### src/rtl/aes_gcm_ctr_block_gen_pkg.sv
// Shared types for the AES-GCM stage-2 counter block generator: phase codes,
// output word kinds, FSM states and the FIFO entry layout.
package aes_gcm_pkg;

   localparam logic [2:0] PH_IDLE  = 3'b100;
   localparam logic [2:0] PH_AAD   = 3'b010;
   localparam logic [2:0] PH_FIRST = 3'b000;
   localparam logic [2:0] PH_TEXT  = 3'b001;
   localparam logic [2:0] PH_LAST  = 3'b011;
   localparam logic [2:0] PH_ONLY  = 3'b111;

   localparam logic [31:0] J0_CTR = 32'd1;

   typedef enum logic [1:0] {
      KIND_AAD     = 2'b00,
      KIND_TEXT    = 2'b01,
      KIND_TAGMASK = 2'b10
   } kind_t;

   typedef enum logic [1:0] {
      ST_IDLE,
      ST_AAD,
      ST_TEXT,
      ST_TAG
   } state_t;

   typedef struct packed {
      logic [127:0] ctr_block;
      logic [127:0] data;
      kind_t        kind;
      logic         last;
   } fifo_entry_t;

   function automatic logic [127:0] j0_block(input logic [95:0] iv);
      return {iv, J0_CTR};
   endfunction

endpackage

### src/rtl/aes_gcm_ctr_block_gen_if.sv
// Output stream towards the AES round core: one counter block plus its data
// word per valid/ready handshake.
interface aes_gcm_ctr_block_gen_if;
   logic         o_valid;
   logic         i_ready;
   logic [127:0] o_ctr_block;
   logic [127:0] o_data;
   logic [1:0]   o_kind;
   logic         o_last;

   modport master (
      output o_valid, o_ctr_block, o_data, o_kind, o_last,
      input  i_ready
   );

   modport slave (
      input  o_valid, o_ctr_block, o_data, o_kind, o_last,
      output i_ready
   );
endinterface

### src/rtl/aes_gcm_ctr_block_gen_fifo.sv
// gcm_ctr_fifo: DEPTH-entry FIFO with two write ports and one read port.
// Port 1 lands behind port 0 when both write in the same cycle; caller guarantees space.
module gcm_ctr_fifo
   import aes_gcm_pkg::*;
#(
   parameter int unsigned DEPTH = 4
) (
   input  logic                     clk,
   input  logic                     rst_n,
   input  logic                     wr_en0,
   input  fifo_entry_t              wr_data0,
   input  logic                     wr_en1,
   input  fifo_entry_t              wr_data1,
   input  logic                     rd_en,
   output fifo_entry_t              rd_data,
   output logic [$clog2(DEPTH):0]   count,
   output logic                     empty,
   output logic                     full,
   output logic                     free2
);

   localparam int unsigned AW = $clog2(DEPTH);
   localparam int unsigned CW = AW + 1;

   fifo_entry_t   mem [DEPTH];
   logic [AW-1:0] wptr;
   logic [AW-1:0] wptr1;
   logic [AW-1:0] rptr;

   always_comb begin
      wptr1   = wptr + AW'(wr_en0);
      rd_data = mem[rptr];
      empty   = (count == '0);
      full    = (count == CW'(DEPTH));
      free2   = (count <= CW'(DEPTH - 2));
   end

   always_ff @(posedge clk) begin
      if (wr_en0) mem[wptr]  <= wr_data0;
      if (wr_en1) mem[wptr1] <= wr_data1;
   end

   always_ff @(posedge clk) begin
      if (!rst_n) begin
         wptr  <= '0;
         rptr  <= '0;
         count <= '0;
      end else begin
         wptr  <= wptr + AW'(wr_en0) + AW'(wr_en1);
         rptr  <= rptr + AW'(rd_en);
         count <= count + CW'(wr_en0) + CW'(wr_en1) - CW'(rd_en);
      end
   end

endmodule

### src/rtl/aes_gcm_ctr_block_gen.sv
// AES-GCM stage 2: builds IV||ctr32 counter blocks, tags words AAD/TEXT/TAGMASK and
// appends a J0 block per instance. Optional GCM_STATS_EN adds popped/dropped counters.
module aes_gcm_ctr_block_gen
   import aes_gcm_pkg::*;
#(
   parameter int unsigned DEPTH    = 4,
   parameter logic [31:0] CTR_INIT = 32'd2
) (
   input  logic                          clk,
   input  logic                          i_rst_n,
   input  logic [127:0]                  i_counter,
   input  logic [2:0]                    i_phase,
   input  logic [127:0]                  i_plain_text,
   input  logic [127:0]                  i_aad,
   input  logic [95:0]                   i_iv,
   input  logic [127:0]                  i_instance_size,
   aes_gcm_ctr_block_gen_if.master       out_if,
   output logic                          o_overflow
`ifdef GCM_STATS_EN
   ,
   output logic [31:0]                   o_blk_count,
   output logic [31:0]                   o_drop_count
`endif
);

   localparam int unsigned CW = $clog2(DEPTH) + 1;

   state_t        state;
   state_t        state_nxt;
   logic [95:0]   tag_iv;
   logic [63:0]   aad_blocks;
   logic [127:0]  text_idx;
   logic [31:0]   ctr32;
   logic          word_vld;
   logic          word_last;
   logic          word_ok;
   logic          j0_push;
   logic          pop;
   logic [1:0]    need;
   logic          avail1;
   logic          avail2;
   logic          avail3;
   logic          fits;
   fifo_entry_t   word;
   fifo_entry_t   j0_word;
   fifo_entry_t   wr_data0;
   fifo_entry_t   head;
   logic          wr_en0;
   logic          wr_en1;
   logic [CW-1:0] count;
   logic          empty;
   logic          full;
   logic          free2;
   logic          unused_bits;

   // Size bits are MSB-first: the AAD length occupies the upper 64 bits.
   assign unused_bits = ^{i_instance_size[63:0], text_idx[127:32]};

   always_comb begin
      aad_blocks = i_instance_size[127:64] >> 7;
      text_idx   = i_counter - {64'd0, aad_blocks};
      ctr32      = CTR_INIT + text_idx[31:0];

      word      = '0;
      word_vld  = 1'b1;
      word_last = 1'b0;
      case (i_phase)
         PH_AAD: begin
            word.ctr_block = {i_iv, 32'd0};
            word.data      = i_aad;
            word.kind      = KIND_AAD;
         end
         PH_FIRST, PH_TEXT: begin
            word.ctr_block = {i_iv, ctr32};
            word.data      = i_plain_text;
            word.kind      = KIND_TEXT;
         end
         PH_LAST, PH_ONLY: begin
            word.ctr_block = {i_iv, ctr32};
            word.data      = i_plain_text;
            word.kind      = KIND_TEXT;
            word_last      = 1'b1;
         end
         default: word_vld = 1'b0;
      endcase

      j0_push = (state == ST_TAG);
      j0_word = '{ctr_block: j0_block(tag_iv), data: '0, kind: KIND_TAGMASK, last: 1'b1};
      pop     = !empty && out_if.i_ready;

      // A last-text word reserves a slot for its J0 so the TAG cycle can never overflow.
      need   = (word_last ? 2'd2 : 2'd1) + (j0_push ? 2'd1 : 2'd0);
      avail1 = !full || pop;
      avail2 = free2 || (pop && !full);
      avail3 = (int'(count) + 3) <= (int'(DEPTH) + int'(pop));
      case (need)
         2'd1:    fits = avail1;
         2'd2:    fits = avail2;
         default: fits = avail3;
      endcase
      word_ok = word_vld && fits;

      wr_en0   = j0_push || word_ok;
      wr_data0 = j0_push ? j0_word : word;
      wr_en1   = j0_push && word_ok;

      state_nxt = (state == ST_TAG) ? ST_IDLE : state;
      case (i_phase)
         PH_AAD:           state_nxt = ST_AAD;
         PH_FIRST:         state_nxt = ST_TEXT;
         // A dropped last word also drops its J0, so skip the TAG state entirely.
         PH_LAST, PH_ONLY: state_nxt = word_ok ? ST_TAG : ST_IDLE;
         default:          ;
      endcase
   end

   always_ff @(posedge clk) begin
      if (!i_rst_n) begin
         state      <= ST_IDLE;
         tag_iv     <= '0;
         o_overflow <= 1'b0;
      end else begin
         state <= state_nxt;
         if (word_ok && word_last) tag_iv <= i_iv;
         if (word_vld && !word_ok) o_overflow <= 1'b1;
      end
   end

   gcm_ctr_fifo #(
      .DEPTH (DEPTH)
   ) u_fifo (
      .clk      (clk),
      .rst_n    (i_rst_n),
      .wr_en0   (wr_en0),
      .wr_data0 (wr_data0),
      .wr_en1   (wr_en1),
      .wr_data1 (word),
      .rd_en    (pop),
      .rd_data  (head),
      .count    (count),
      .empty    (empty),
      .full     (full),
      .free2    (free2)
   );

   assign out_if.o_valid     = !empty;
   assign out_if.o_ctr_block = empty ? '0 : head.ctr_block;
   assign out_if.o_data      = empty ? '0 : head.data;
   assign out_if.o_kind      = empty ? 2'b00 : head.kind;
   assign out_if.o_last      = !empty && head.last;

`ifdef GCM_STATS_EN
   logic [1:0]  drop_n;
   logic [32:0] drop_sum;

   always_comb begin
      drop_n   = (word_vld && !word_ok) ? (word_last ? 2'd2 : 2'd1) : 2'd0;
      drop_sum = {1'b0, o_drop_count} + 33'(drop_n);
   end

   always_ff @(posedge clk) begin
      if (!i_rst_n) begin
         o_blk_count  <= '0;
         o_drop_count <= '0;
      end else begin
         if (pop && (o_blk_count != '1)) o_blk_count <= o_blk_count + 32'd1;
         o_drop_count <= drop_sum[32] ? '1 : drop_sum[31:0];
      end
   end
`endif

endmodule

### src/flat_wrapper.sv
// flat-port wrapper written by rule: the top's interface ports become plain ports
module aes_gcm_ctr_block_gen_flat import aes_gcm_pkg::*;
#(
   parameter int unsigned DEPTH    = 4,
   parameter logic [31:0] CTR_INIT = 32'd2
)
  (clk, i_rst_n, i_counter, i_phase, i_plain_text, i_aad, i_iv, i_instance_size, o_overflow, out_if_o_valid, out_if_o_ctr_block, out_if_o_data, out_if_o_kind, out_if_o_last, out_if_i_ready);
  aes_gcm_ctr_block_gen_if out_if_i ();
  input  logic clk;
  input  logic i_rst_n;
  input  logic [127:0] i_counter;
  input  logic [2:0] i_phase;
  input  logic [127:0] i_plain_text;
  input  logic [127:0] i_aad;
  input  logic [95:0] i_iv;
  input  logic [127:0] i_instance_size;
  output logic o_overflow;
  output wire logic [$bits(out_if_i.o_valid)-1:0] out_if_o_valid;
  output wire logic [$bits(out_if_i.o_ctr_block)-1:0] out_if_o_ctr_block;
  output wire logic [$bits(out_if_i.o_data)-1:0] out_if_o_data;
  output wire logic [$bits(out_if_i.o_kind)-1:0] out_if_o_kind;
  output wire logic [$bits(out_if_i.o_last)-1:0] out_if_o_last;
  input wire logic [$bits(out_if_i.i_ready)-1:0] out_if_i_ready;
  assign out_if_o_valid = out_if_i.o_valid;
  assign out_if_o_ctr_block = out_if_i.o_ctr_block;
  assign out_if_o_data = out_if_i.o_data;
  assign out_if_o_kind = out_if_i.o_kind;
  assign out_if_o_last = out_if_i.o_last;
  assign out_if_i.i_ready = out_if_i_ready;
  aes_gcm_ctr_block_gen #(.DEPTH(DEPTH), .CTR_INIT(CTR_INIT)) u_core (.clk(clk), .i_rst_n(i_rst_n), .i_counter(i_counter), .i_phase(i_phase), .i_plain_text(i_plain_text), .i_aad(i_aad), .i_iv(i_iv), .i_instance_size(i_instance_size), .out_if(out_if_i), .o_overflow(o_overflow));
endmodule
### config.mk
export PLATFORM = sky130hd
export DESIGN_NAME = aes_gcm_ctr_block_gen_flat
export DESIGN_NICKNAME = d
export VERILOG_FILES = /design/src/rtl/aes_gcm_ctr_block_gen_pkg.sv /design/src/rtl/aes_gcm_ctr_block_gen_if.sv /design/src/rtl/aes_gcm_ctr_block_gen_fifo.sv /design/src/rtl/aes_gcm_ctr_block_gen.sv /design/src/flat_wrapper.sv
export SDC_FILE = /design/constraint.sdc
export NUM_CORES = 2
export LEC_CHECK = 0
export CORE_MARGIN = 10
export CORE_UTILIZATION = 35
export DETAILED_ROUTE_END_ITERATION = 8
export PLACE_DENSITY = 0.64
export SLEW_MARGIN = 20
export SYNTH_ARGS = -nofsm -noshare
export SYNTH_HDL_FRONTEND = slang
export SYNTH_HIERARCHICAL = 1
export SYNTH_SLANG_ARGS = --single-unit
export TNS_END_PERCENT = 20
### constraint.sdc
create_clock -name clk -period 26.2 [get_ports clk]
set_clock_uncertainty 0.1 [all_clocks]
set_input_delay 2.62 -clock clk [delete_from_list [all_inputs] [get_ports clk]]
set_output_delay 2.62 -clock clk [all_outputs]
set_load 0.01 [all_outputs]
# Yosys cells after proc, flatten, opt, wreduce, memory -nomap -nowiden
# Memory sizes are Yosys's and may differ from the RTL's. A register that Yosys moved wholly into a read port is not among the register bits.
# Index checks and enable logic that the tools add are counted.
# word_totals
latch_bits	0
output_inout_bits	261
n_memories	1
ff_bits	106
mem_bits_ro	0
ram_bits	1036
# classes
n_reduce_logical	19
n_mul	0
shifts	0
n_bitwise	0
magnitude_cmp	2
n_div	0
n_eq_ne	8
n_addsub	11
n_mux	18
# mem_list
name	words	word_bits	rd	rd_ports_with_merged_regs	wr	line	rtl
u_core.u_fifo.mem	4	259	1	1	2	aes_gcm_ctr_block_gen_fifo.sv:25	fifo_entry_t mem [DEPTH];
# op_table
operator	count
case mux 258 bit (2 select lines)	1
2-to-1 mux 259 bit	1
2-to-1 mux 128 bit	2
adder 2 x 32 -> 32 bit (first input constant)	1
less-or-equal comparator 32 bit	1
subtractor 32 bit	1
2-to-1 mux 2 bit	5
logical AND 1 bit	7
2-to-1 mux 1 bit	7
adder 2 x 1 -> 2 bit	3
adder 3 x 1 -> 3 bit	2
equality test 3 x 2 -> 1 bit (second input constant)	2
equality test 3 bit (second input constant)	2
logical NOT 3 bit	2
case mux 2 bit (3 select lines)	1
OR reduction 5 bit	1
adder 3 x 1 -> 4 bit (first input constant)	1
adder 3 x 2 -> 4 bit (second input constant)	1
equality test 2 bit (second input constant)	2
nonzero test 4 bit	1
OR reduction 4 bit	1
equality test 3 x 1 -> 1 bit (second input constant)	1
less-or-equal comparator 3 x 2 -> 1 bit (second input constant)	1
logical NOT 1 bit	3
6 further kinds	8

# Depth between registers and ports, before layout
# depth
depth_word	12
mapped_depth	17
mapped_depth_nobuf	15

# Modules after synthesis
# Netlist, hierarchy kept.
# by_module_without_submodules
module	seq_area_each_um2	area_per_inst_um2	n_inst	cells_per_inst
gcm_ctr_fifo	31250.0	50026.7	1	2549
aes_gcm_ctr_block_gen	1981.9	12121.6	1	1661

# Worst setup path before layout
# Ideal clock, no wire load.
# synth_timing
path_type	input to register
start	input i_phase[0]
end	memory u_core/u_fifo/mem[1][0] (netlist name) (enable)
t_required_ns	24.863
path_buffers	0
arrival_time_ns	22.050
path_stages	9
setup_time_ns	1.237
setup_slack_ns	2.813
path_cell_list	nand2_2 -> ha_1 -> nor2b_1 -> o21ai_2 -> a21oi_2 -> a31oi_4 -> o21ai_0 -> nand2_1 -> o21ai_0
# synth_lines
element	line	rtl
from (decl)	flat_wrapper.sv:12	input logic [2:0] i_phase;
to (decl)	aes_gcm_ctr_block_gen_fifo.sv:25	

==> summary.txt <==
Drt
  – Drt pass-1 iters: 5
  – Vias/cell: 5.25
  – # DRC: 0
  – Routed Antenna Nets: 0
  – DRT iter0 DRCs: 2,435
  – DR vias: 38.0k
  – Wire length per cell: 25.0 um
  – Routed Wire Length: between 150,000 and 200,000 um

Timing
  – Setup TNS: 0 ps
  – Final hold vios: 0
  – Fin crit share: 33.5%
  – Fmax: roughly 110 MHz
  – Minimum clock period after layout: 8770 ps
  – Final number of max-transition violations: 0
  – Worst Tran Pin Value: 1080 ps
  – RSZ-0062 raised after global routing: no
  – Rel. slew slack: 28.1%
  – Setup-failing EPs final: 0

Flow run
  – Max cap viols: 0

Worst setup path
  – CP Capture Type: register
  – CP startpoint kind: input port
  – Setup CP Type: input port to register
  – Data required time of the worst path: 26,470 ps
  – R2R Setup Slk: 18,210 ps
  – CP Max Fanout: 52
  – Critical Path AT: around 9000 ps

Floorplan
  – Full die area: 195,000 um^2
  – Core Box Area: between 150,000 and 200,000 um^2
  – Floorplan row count: 154
  – I/O pin cnt: ~900
  – Die Wd: 441 um
  – Initial Util: 35.3%
  – Die height: 441 um

Global route
  – First-pass GRT wire length: around 270,000 um
  – Vias in the first global route: 40.6k
  – Initial antenna violation count: 24
  – Largest net degree at the start of global routing: around 140
  – Grt ovf: 0
  – All-Layer GR Usage: 18.0%

Finish
  – Filler Cell Count: 16.0k
  – Layout cell share with drive strength beyond 1: 32.9%
  – Area growth syn-to-layout: 21.0%
  – NumNets Final: about 5.5k
  – Non-Filler Instances: 7,242

Clock tree
  – CTS tree: yes
  – Worst-skew pair later-pin latency: approximately 760 ps
  – CTS H-tree lvls: 4
  – Clk buf depth: 3
  – Hold buffers post-CTS: 0
  – Clock-pin transition on the worst setup and hold timing paths: 60 ps
  – Clock sink count: around 1.1k
  – Root buffer cell: clkbuf_16
  – Resized Gates After CTS: 0
  – Inserted Clock Buffers: 134
  – Postcts setup bufs: 0

Placed design
  – DP HPWL: roughly 110,000 um
  – # port buffers: 682
  – Total placed cells including tap cells: 6,993
  – Gpl congestion: 0.837

Yosys
  – Sequential element share of the synthesized area: 53.5%
  – Ys flop type: edfxtp_1
  – Synth top area share: roughly 50%
  – Syn_area_per_cell: 14.8 um^2
  – Synth cell count leaders: 1,072 x mux2_2, 1,036 x edfxtp_1, 264 x nor2b_1, 259 x mux4_2, 238 x and2_1
  – Synth Instances: 4,210
  – Dominant cells by area after synthesis: edfxtp_1 50%, mux2_2 19%, mux4_2 9.4%
  – Most frequent cell after synthesis: mux2_2
  – Post-synth ARST share: 0%
  – Area leader, netlist: edfxtp_1
  – EDFF count, synth: 1,036
  – Cell area after synthesis: 62,100 um^2
  – Yosys Warn Count: 6
  – #FFs+latches synth: 1,142
  – Yosys cell types: a little under 70

Pwr
  – Leak: about 26 nW
  – Peak VDD IR: 104 uV
  – Power density over the cells: between 80 and 90 nW/um^2

Min path
  – HP Class: register to register

Outcome
  – Status: finished, final reports clean
metrics by stage:
| step | util, % | total power [mW] | worst slack (ps) | hold slack (ps) | area [um^2] |
|---|---|---|---|---|---|
| after global routing | 42.6 | 6.85 | 17110 | 364 | 75200 |
| after floorplan | - | 3.97 | 2810 | 333 | 62200 |
| after CTS | 42.6 | 6.65 | 17410 | 352 | 75200 |
| final | 42.6 | 6.54 | 17430 | 349 | 75200 |
| after detailed placement | 40.3 | 4.85 | 16600 | 343 | 71000 |
| after global placement | 40.3 | 4.83 | 16620 | 339 | 71000 |
worst paths after layout:
kind                           from                        to  cells after the start
hold / removal    u_core/tag_iv[12]         u_core/tag_iv[12]                      2
setup / recovery         i_phase[0]  u_core/u_fifo/mem[2][86]                     15
setup reg to reg    u_core/state[1]  u_core/u_fifo/mem[2][86]                     15
hold reg to reg   u_core/tag_iv[12]         u_core/tag_iv[12]                      2
area by class of cell:
cell class | count | area, um^2 | share of cell area (%)
clock inverter | 61 | 642 | 0.854
timing repair buffer | 747 | 7390 | 9.82
antenna | 8 | 20.0 | 0.0266
tap | 2340 | 2930 | 3.89
inverter | 59 | 226 | 0.301
multi-input combinational | 2705 | 27200 | 36.2
sequential | 1142 | 33200 | 44.2
clock buffer | 180 | 3530 | 4.69
per-layer routing:
layer  up-vias  wire, um  track usage (%)
met2       892     90900             31.4
met3       212     10700             4.21
li1      17300         -                -
met5         -       225                0
met1     19500     75000             22.3
met4        30      4240             4.57
power breakdown:
part	switching [mW]	leakage, nW	internal [mW]
combinational	1.21	13.6	1.10
clock	0.777	2.01	1.00
sequential	0.0840	10.6	2.37
state kept, by name, summed over array words and instances, names as in the netlist:
name	flops
u_core/u_fifo/count	3
u_core/u_fifo/rptr	2
u_core/state	2
u_core/u_fifo/mem	1036
u_core/tag_iv	96
u_core/o_overflow	1
u_core/u_fifo/wptr	2
worst max-delay path, stage by stage:
cell	delay, ps
clkdlybuf4s50_1	600
nand2_2	170
ha_1	330
nor2b_1	170
o21ai_2	70
a21oi_2	180
a31oi_4	80
o21ai_0	540
ha_1	410
nor2b_1	340
nand2b_4	510
o21ai_4	550
buf_4	820
buf_4	770
buf_4	720
cell usage in the layout, fill, tap and decap left out, types with 36 or more instances in the layout:
cell type	n
a21boi_0	57
a21boi_1	40
a21oi_1	36
a22o_1	128
and2_1	238
buf_4	60
clkbuf_1	46
clkbuf_16	134
clkdlybuf4s50_1	681
dfxtp_1	104
edfxtp_1	1036
ha_1	70
inv_1	57
mux2_1	60
mux2_2	1072
mux4_2	259
nand2_1	229
nor2_1	67
nor2b_1	264
cell families after synthesis:
kind of cell	count (synthesis)	synth area share (%)
flip-flops	1142	53.5
AO/OA/AOI/OAI	348	4.28
multiplexers	1391	29.9
other	1	0.00603
AND/OR/NAND/NOR	850	7.40
adder cells (fa/ha/maj)	73	1.51
buffers and inverters	370	2.93
XOR/XNOR	35	0.505
Note: power is estimated with default switching activity, not from simulation.
